## config.mk

```make
export PLATFORM = sky130hd
export DESIGN_NAME = change_dispenser
export DESIGN_NICKNAME = d
export VERILOG_FILES = /design/src/rtl/change_dispenser.sv
export SDC_FILE = /design/constraint.sdc
export NUM_CORES = 1
export LEC_CHECK = 0
export CAP_MARGIN = 0
export CORE_MARGIN = 1.5
export CORE_UTILIZATION = 55
export CTS_CLUSTER_SIZE = 20
export DETAILED_ROUTE_END_ITERATION = 10
export MAX_ROUTING_LAYER = met4
export PLACE_DENSITY = 0.85
export SLEW_MARGIN = 20
export SYNTH_ARGS = -nofsm -noshare
export SYNTH_HDL_FRONTEND = slang
export SYNTH_SLANG_ARGS = --single-unit
```

## constraint.sdc

```tcl
create_clock -name clk -period 2.82 [get_ports clk]
set_input_delay 0.282 -clock clk [delete_from_list [all_inputs] [get_ports clk]]
set_output_delay 0.282 -clock clk [all_outputs]
set_load 0.05 [all_outputs]
```

## src/rtl/change_dispenser.sv

```systemverilog
// Output stage behind the autoseller: buffers completed sales, pulses the drink
// release, then pays out change greedily one coin per hopper handshake.
module change_dispenser #(
    parameter int DEPTH    = 4,
    parameter int COIN_HI  = 10,
    parameter int COIN_MID = 5
) (
    input  logic       clk,
    input  logic       reset,
    input  logic       enable_i,
    input  logic [5:0] change_i,
    input  logic [1:0] drink_i,
    output logic       ready_o,
    output logic       drink_valid_o,
    output logic [1:0] drink_o,
    output logic       coin_valid_o,
    output logic [1:0] coin_o,
    input  logic       coin_ack_i,
    output logic       done_o,
    output logic       overflow_o
);

    localparam int              AW   = $clog2(DEPTH);
    localparam int              CW   = $clog2(DEPTH + 1);
    localparam logic [CW-1:0]   FULL = CW'(DEPTH);
    localparam logic [5:0]      HI   = 6'(COIN_HI);
    localparam logic [5:0]      MID  = 6'(COIN_MID);

    typedef enum logic [1:0] {
        S_IDLE,
        S_DRINK,
        S_COIN,
        S_DONE
    } state_t;

    state_t        r_state;
    logic [CW-1:0] r_count;
    logic [AW-1:0] r_rd_ptr;
    logic [AW-1:0] r_wr_ptr;
    logic [5:0]    r_mem_chg [DEPTH];
    logic [1:0]    r_mem_drk [DEPTH];
    logic [5:0]    r_rem;
    logic [1:0]    r_drk;
    logic          r_drink_valid;
    logic          r_coin_valid;
    logic          r_done;
    logic          r_overflow;

    logic          w_full;
    logic          w_pop;
    logic          w_push;
    logic          w_drop;
    logic          w_ack;
    logic [1:0]    w_coin_code;
    logic [5:0]    w_coin_val;

    assign w_full = (r_count == FULL);
    assign w_pop  = (r_state == S_IDLE) && (r_count != '0);
    // A pop in the same cycle frees a slot, so a full FIFO can still take the sale.
    assign w_push = enable_i && (!w_full || w_pop);
    assign w_drop = enable_i && w_full && !w_pop;
    assign w_ack  = (r_state == S_COIN) && coin_ack_i;

    always_comb begin
        w_coin_code = 2'b01;
        w_coin_val  = 6'd1;
        if (r_rem >= HI) begin
            w_coin_code = 2'b11;
            w_coin_val  = HI;
        end else if (r_rem >= MID) begin
            w_coin_code = 2'b10;
            w_coin_val  = MID;
        end
    end

    always_ff @(posedge clk) begin
        if (w_push) begin
            r_mem_chg[r_wr_ptr] <= change_i;
            r_mem_drk[r_wr_ptr] <= drink_i;
        end
    end

    always_ff @(posedge clk or negedge reset) begin
        if (!reset) begin
            r_count    <= '0;
            r_rd_ptr   <= '0;
            r_wr_ptr   <= '0;
            r_overflow <= 1'b0;
        end else begin
            if (w_push) r_wr_ptr <= r_wr_ptr + AW'(1);
            if (w_pop)  r_rd_ptr <= r_rd_ptr + AW'(1);
            case ({w_push, w_pop})
                2'b10:   r_count <= r_count + CW'(1);
                2'b01:   r_count <= r_count - CW'(1);
                default: r_count <= r_count;
            endcase
            if (w_drop) r_overflow <= 1'b1;
        end
    end

    always_ff @(posedge clk or negedge reset) begin
        if (!reset) begin
            r_state       <= S_IDLE;
            r_rem         <= '0;
            r_drk         <= '0;
            r_drink_valid <= 1'b0;
            r_coin_valid  <= 1'b0;
            r_done        <= 1'b0;
        end else begin
            case (r_state)
                S_IDLE: begin
                    if (w_pop) begin
                        r_rem         <= r_mem_chg[r_rd_ptr];
                        r_drk         <= r_mem_drk[r_rd_ptr];
                        r_drink_valid <= 1'b1;
                        r_state       <= S_DRINK;
                    end
                end
                S_DRINK: begin
                    r_drink_valid <= 1'b0;
                    r_drk         <= '0;
                    if (r_rem != '0) begin
                        r_coin_valid <= 1'b1;
                        r_state      <= S_COIN;
                    end else begin
                        r_done  <= 1'b1;
                        r_state <= S_DONE;
                    end
                end
                S_COIN: begin
                    if (w_ack) begin
                        r_rem <= r_rem - w_coin_val;
                        if (r_rem == w_coin_val) begin
                            r_coin_valid <= 1'b0;
                            r_done       <= 1'b1;
                            r_state      <= S_DONE;
                        end
                    end
                end
                default: begin
                    r_done  <= 1'b0;
                    r_state <= S_IDLE;
                end
            endcase
        end
    end

    assign ready_o       = !w_full;
    assign drink_valid_o = r_drink_valid;
    assign drink_o       = r_drk;
    assign coin_valid_o  = r_coin_valid;
    assign coin_o        = r_coin_valid ? w_coin_code : 2'b00;
    assign done_o        = r_done;
    assign overflow_o    = r_overflow;

endmodule

```

; ---- Word level (Yosys, flattened, before mapping)
; Memory sizes are Yosys's and may differ from the RTL's.
; Cells that the tools add are included.
[totals]
memories = 2
latchBits = 0
in_bits = 12
out_inout_bits = 9
mem_bits_rw = 32
mem_bits_ro = 0
reg_bits = 21
[op_classes]
bitwise_logic = 1
multipliers = 0
eq_ne = 11
n_div = 0
muxes = 28
shift = 0
addsub = 5
magnitude_cmp = 2
n_reduce_logical = 20
[memory_table]
columns = memory, depth, width, read_ports, rd_ports_with_merged_regs, wr, line
row1 = r_mem_chg, 4, 6, 1, 0, 1, 40  ; logic [5:0] r_mem_chg [DEPTH];
row2 = r_mem_drk, 4, 2, 1, 0, 1, 41  ; logic [1:0] r_mem_drk [DEPTH];
[op_table]
columns = cell, n
row1 = 6-bit 2-to-1 mux, 3
row2 = 2-bit 2-to-1 mux, 7
row3 = 6-bit one-hot mux with 2 select lines, 1
row4 = 1-bit 2-to-1 mux, 10
row5 = "2-bit inequality test, second input constant", 4
row6 = 4-bit AND reduction, 2
row7 = 2-bit nonzero test, 4
row8 = 6-bit == test, 1
row9 = "6-bit by 3-bit greater-or-equal comparator with 1-bit output, second input constant", 1
row10 = "6-bit by 4-bit greater-or-equal comparator with 1-bit output, second input constant", 1
row11 = 2-bit one-hot mux with 3 select lines, 1
row12 = 3-bit one-hot mux with 2 select lines, 1
row13 = 3-bit AND reduction, 2
row14 = 6-bit nonzero test, 1
row15 = 6-bit subtractor, 1
row16 = 1-bit logical AND, 5
row17 = "2-bit by 1-bit adder with 2-bit output, second input constant", 2
row18 = "2-bit by 1-bit == test with 1-bit output, second input constant", 2
row19 = "2-bit == test, second input constant", 2
row20 = 1-bit one-hot mux with 2 select lines, 2
row21 = 2-bit one-hot mux with 2 select lines, 1
row22 = "3-bit by 1-bit adder with 3-bit output, second input constant", 1
row23 = "3-bit == test, second input constant", 1
row24 = 3-bit 2-to-1 mux, 1
row25 = 9 further kinds, 10

; ---- Logic depth before layout (Yosys ltp)
[depth]
word_depth = 7
ltp_mapped = 11
depth_no_buf = 10

; ---- Worst setup path after synthesis
; Ideal clock, no wire load.
[synth_timing]
kind = flip-flop to flip-flop
from = register r_count[1]
to = register r_count[2]
slack_ps = 502
t_arrival_ps = 2239
t_required_ps = 2741
setup_ps = 79
period_less_slack_ps = 2318
path_stages_with_launch = 11
path_cell_list = dfrtp_1 > nor2_1 > nand2_1 > o21a_1 > inv_1 > ha_1 > inv_1 > fa_1 > xor2_1 > nor2_1 > xor2_1
[synth_between]
elab_chain_len = 6
word_cells_on_any_way = 12
cone_classes = add/sub: 2 / eq/ne: 3 / mux: 1 / reduce/logical: 6
[synth_rtl]
columns = element, line
row1 = start: declaration, 37  ; logic [CW-1:0] r_count;
row2 = start signal: assignment, 93  ; 2'b10: r_count <= r_count + CW'(1);
row3 = start signal: assignment, 94  ; 2'b01: r_count <= r_count - CW'(1);
row4 = start signal: assignment, 95  ; default: r_count <= r_count;
row5 = 3-bit == test *, 57  ; assign w_full = (r_count == FULL);
row6 = 1-bit zero test *, --
row7 = named net ready_o, 13  ; output logic ready_o,
row8 = 1-bit logical OR *, 60  ; assign w_push = enable_i && (!w_full || w_pop);
row9 = 1-bit logical AND *, 60
row10 = 2-bit by 1-bit == test with 1-bit output / 2-bit == test (equally long branches), 92  ; case ({w_push, w_pop})
row11 = 3-bit one-hot mux with 2 select lines / 2-bit nonzero test (equally long branches), --
; The timed path passes the listed nets; every way through them passes the cells marked *.
; A chain may end at the register's enable or synchronous reset.

; ---- Worst setup path in the final report
[layout_timing]
from = register r_rem[0]
to = output coin_o[0]
[layout_between]
elab_chain_len = 4
word_cells_on_any_way = 5
cone_classes = order compare: 2 / mux: 3
[layout_rtl]
columns = element, line
row1 = start: declaration, 42  ; logic [5:0] r_rem;
row2 = start signal: assignment, 113  ; r_rem <= r_mem_chg[r_rd_ptr];
row3 = start signal: assignment, 132  ; r_rem <= r_rem - w_coin_val;
row4 = 6-bit by 3-bit greater-or-equal comparator with 1-bit output, 70  ; end else if (r_rem >= MID) begin
row5 = 2-bit 2-to-1 mux, 70
row6 = 2-bit 2-to-1 mux *, 67  ; if (r_rem >= HI) begin
row7 = 2-bit 2-to-1 mux *, 152  ; assign coin_o = r_coin_valid ? w_coin_code : 2'b00;
row8 = end: declaration, 17  ; output logic [1:0] coin_o,
; Every way passes the cells marked *; elsewhere a longest branch is shown, timed or not.

==> metrics <==
Req. time, crit path=approximately 2.5 ns; max-slew violations=0; Fillers=360; fin area=2950 um^2; final worst-path cycle share=90.9%; Sink Count=53; Net count, final=242; Distinct cells, synth=46; WP data arrival=around 2.3 ns; final hold vios=0; Yosys reg bits=53; die width=71.8 um; Relative slew margins=35.5%; Placed Area=2850 um^2; worst setup path category=reg -> out; Routed WL=around 4200 um; setup TNS=0 ns; Setup Viol. Count Final=0; FFs w/ async S/R, synth=39.6%; CTS Buf Count=5; grt total ovfl=0; crit end category=primary output; area delta synth->final=13.3%; register area share after synthesis=57.2%; DIE HEIGHT=~72 um; 1st-iter DRT viols=~80; vias in the first global route=1538; worst vdd ir=between 500 and 600 uV; Primary FF master, synth=edfxtp_1; Synth Area in XOR/XNOR=between 2 and 2.5%; Clock Tree Root=clkbuf_8; area taken by multi-input logic gates=1030 um^2; Clock Path Buffers=2; Post-Synth Adder-Cell Area=8.28%; Tmin final=2.56 ns; layout cells sized above 1=8.84%; Cells after Synth=between 150 and 200; largest family of logic cells by synthesized area=multiplexers; antenna-violating nets left=0; EDFF count, synth=32; row cnt=24; overall routing resource usage=19.1%; cts repair resizes=0; HP Class=reg -> reg; critical path launch point type=flip-flop; hpwl dp=3120 um; register area=1490 um^2; die area=5150 um^2; post-synthesis mux area share=10.3%; H-tree levels=2; # Max-Cap Violations=0; Yosys top cell area share=37.0%; hold buffer count at cts=0; largest net degree at the start of global routing=22; first-pass GRT wire length=between 7000 and 8000 um; antenna violations before repair=0; diodes inserted=0; synthesized cell area=roughly 2600 um^2; via count=1567; Core ar.=4440 um^2; # placed instances=259; violated checks=DRC; non-filler cells in the finished layout=267; Leak=approximately 1.2 nW; unrepaired setup endpoints after global routing=false; Synth warnings=0; fmax=390 MHz; most common cell in the synthesized netlist=edfxtp_1; Power Dens Cells=between 1000 and 1500 nW/um^2; Post-Synth Simple-Gate Area=9.48%; syn_nets=218; Via density=5.87; DR pass1 iterations=7; setup bufs post-CTS=0; starting density of the core=58.5%; GPL Wtd Cong=0.858; number of remaining DRC errors=1; Worst Skew=between 0.005 and 0.006 ns; Worst-Margin Slew=0.964 ns; top post-synthesis cells by area=edfxtp_1 37%, dfrtp_1 20%, ha_1 6.7%; status=finished with violations; routed length per placed instance=~16 um; Compound-Gate Fraction of Synth Area=a little under a tenth; clk slew on worst S/H paths=approximately 0.10 ns; Buffers on Ports=20; Syn Area/Cell=13.7 um^2; worst-path maximum fanout=4; Clk Latency, worst-skew pair=0.30 ns; Boundary Pins=21; Post-synth top cells=32 x edfxtp_1, 21 x dfrtp_1, 15 x inv_1; TritonCTS clock tree=done; area leader, netlist=edfxtp_1
## where the power goes
group          switching [W]  internal, W
logic               0.000889     0.000726
registers           0.000245      0.00109
clock network       0.000258     0.000188
## path summary, 6_finish.rpt
check	startpoint	endpoint	slack [ns]	cells past startpoint
max	r_rem[0]	coin_o[0]	0.26	5
min	overflow_o	overflow_o	0.49	1
max reg2reg	r_rem[1]	done_o	0.46	8
min reg2reg	overflow_o	overflow_o	0.49	1
max in group asynchronous	reset	drink_valid_o	1.73	1
min in group asynchronous	reset	r_wr_ptr[1]	0.51	1
## cell families (layout without fill, tap and decap cells)
logic type | count (synthesis) | count (layout)
simple gates | 43 | 43
fa+ha+maj | 16 | 16
xor+xnor | 7 | 7
buf+inv | 20 | 45
compound gates | 37 | 37
flops | 53 | 53
mux | 14 | 14
## state kept, by name, summed over array words and instances, names as in the netlist
signal / cells
overflow_o: 1
r_rd_ptr: 2
r_rem: 6
drink_o: 2
r_mem_drk: 8
r_count: 3
done_o: 1
r_mem_chg: 24
coin_valid_o: 1
r_state: 2
r_wr_ptr: 2
drink_valid_o: 1
## layer usage
metal | part of all wire [%] | vias to the layer above | GRT usage, %
met4 | 0.55 | 0 | 4.61
met5 | 0 | - | -
met3 | 4.6 | 5 | 4.08
met2 | 50 | 31 | 30.8
met1 | 45 | 781 | 25.1
li1 | - | 750 | -
## cell usage in the layout (no fill, tap or decap), types with 4 or more instances in the layout
cell / n
o21ai_0: 8
mux4_1: 6
a21oi_1: 14
and2_1: 6
edfxtp_1: 32
ha_1: 14
dfrtp_1: 21
nand2_1: 9
xnor2_1: 4
nor2_1: 12
clkbuf_8: 5
clkdlybuf4s50_1: 20
inv_1: 15
## layout make-up
type | count | share of cell area, %
Clock buffer | 5 | 2.34
Clock inverter | 3 | 0.977
Inverter | 15 | 1.91
Multi-Input combinational cell | 117 | 34.8
Sequential cell | 53 | 50.4
Tap cell | 52 | 2.21
Timing Repair Buffer | 22 | 7.30
## per-stage QoR
step	hold slack, ns	util [%]	power (W)	setup slack, ns
6_report	0.493	66.3	0.00339	0.257
5_1_grt	0.513	66.3	0.00367	0.0537
4_1_cts	0.495	66.3	0.00343	0.238
3_5_place_dp	0.461	64.1	0.00297	0.466
3_3_place_gp	0.472	64.1	0.00293	0.558
2_1_floorplan	-0.0136	-	0.00255	0.502
## critical path: stages, from the launching register on
cell and delay [ns]:
dfrtp_1 0.45, o21ai_0 0.22, nor2_1 0.06, o21ai_0 0.28
and2_1 0.18, clkdlybuf4s50_1 0.79
Note: power is estimated with default switching activity, not from simulation.
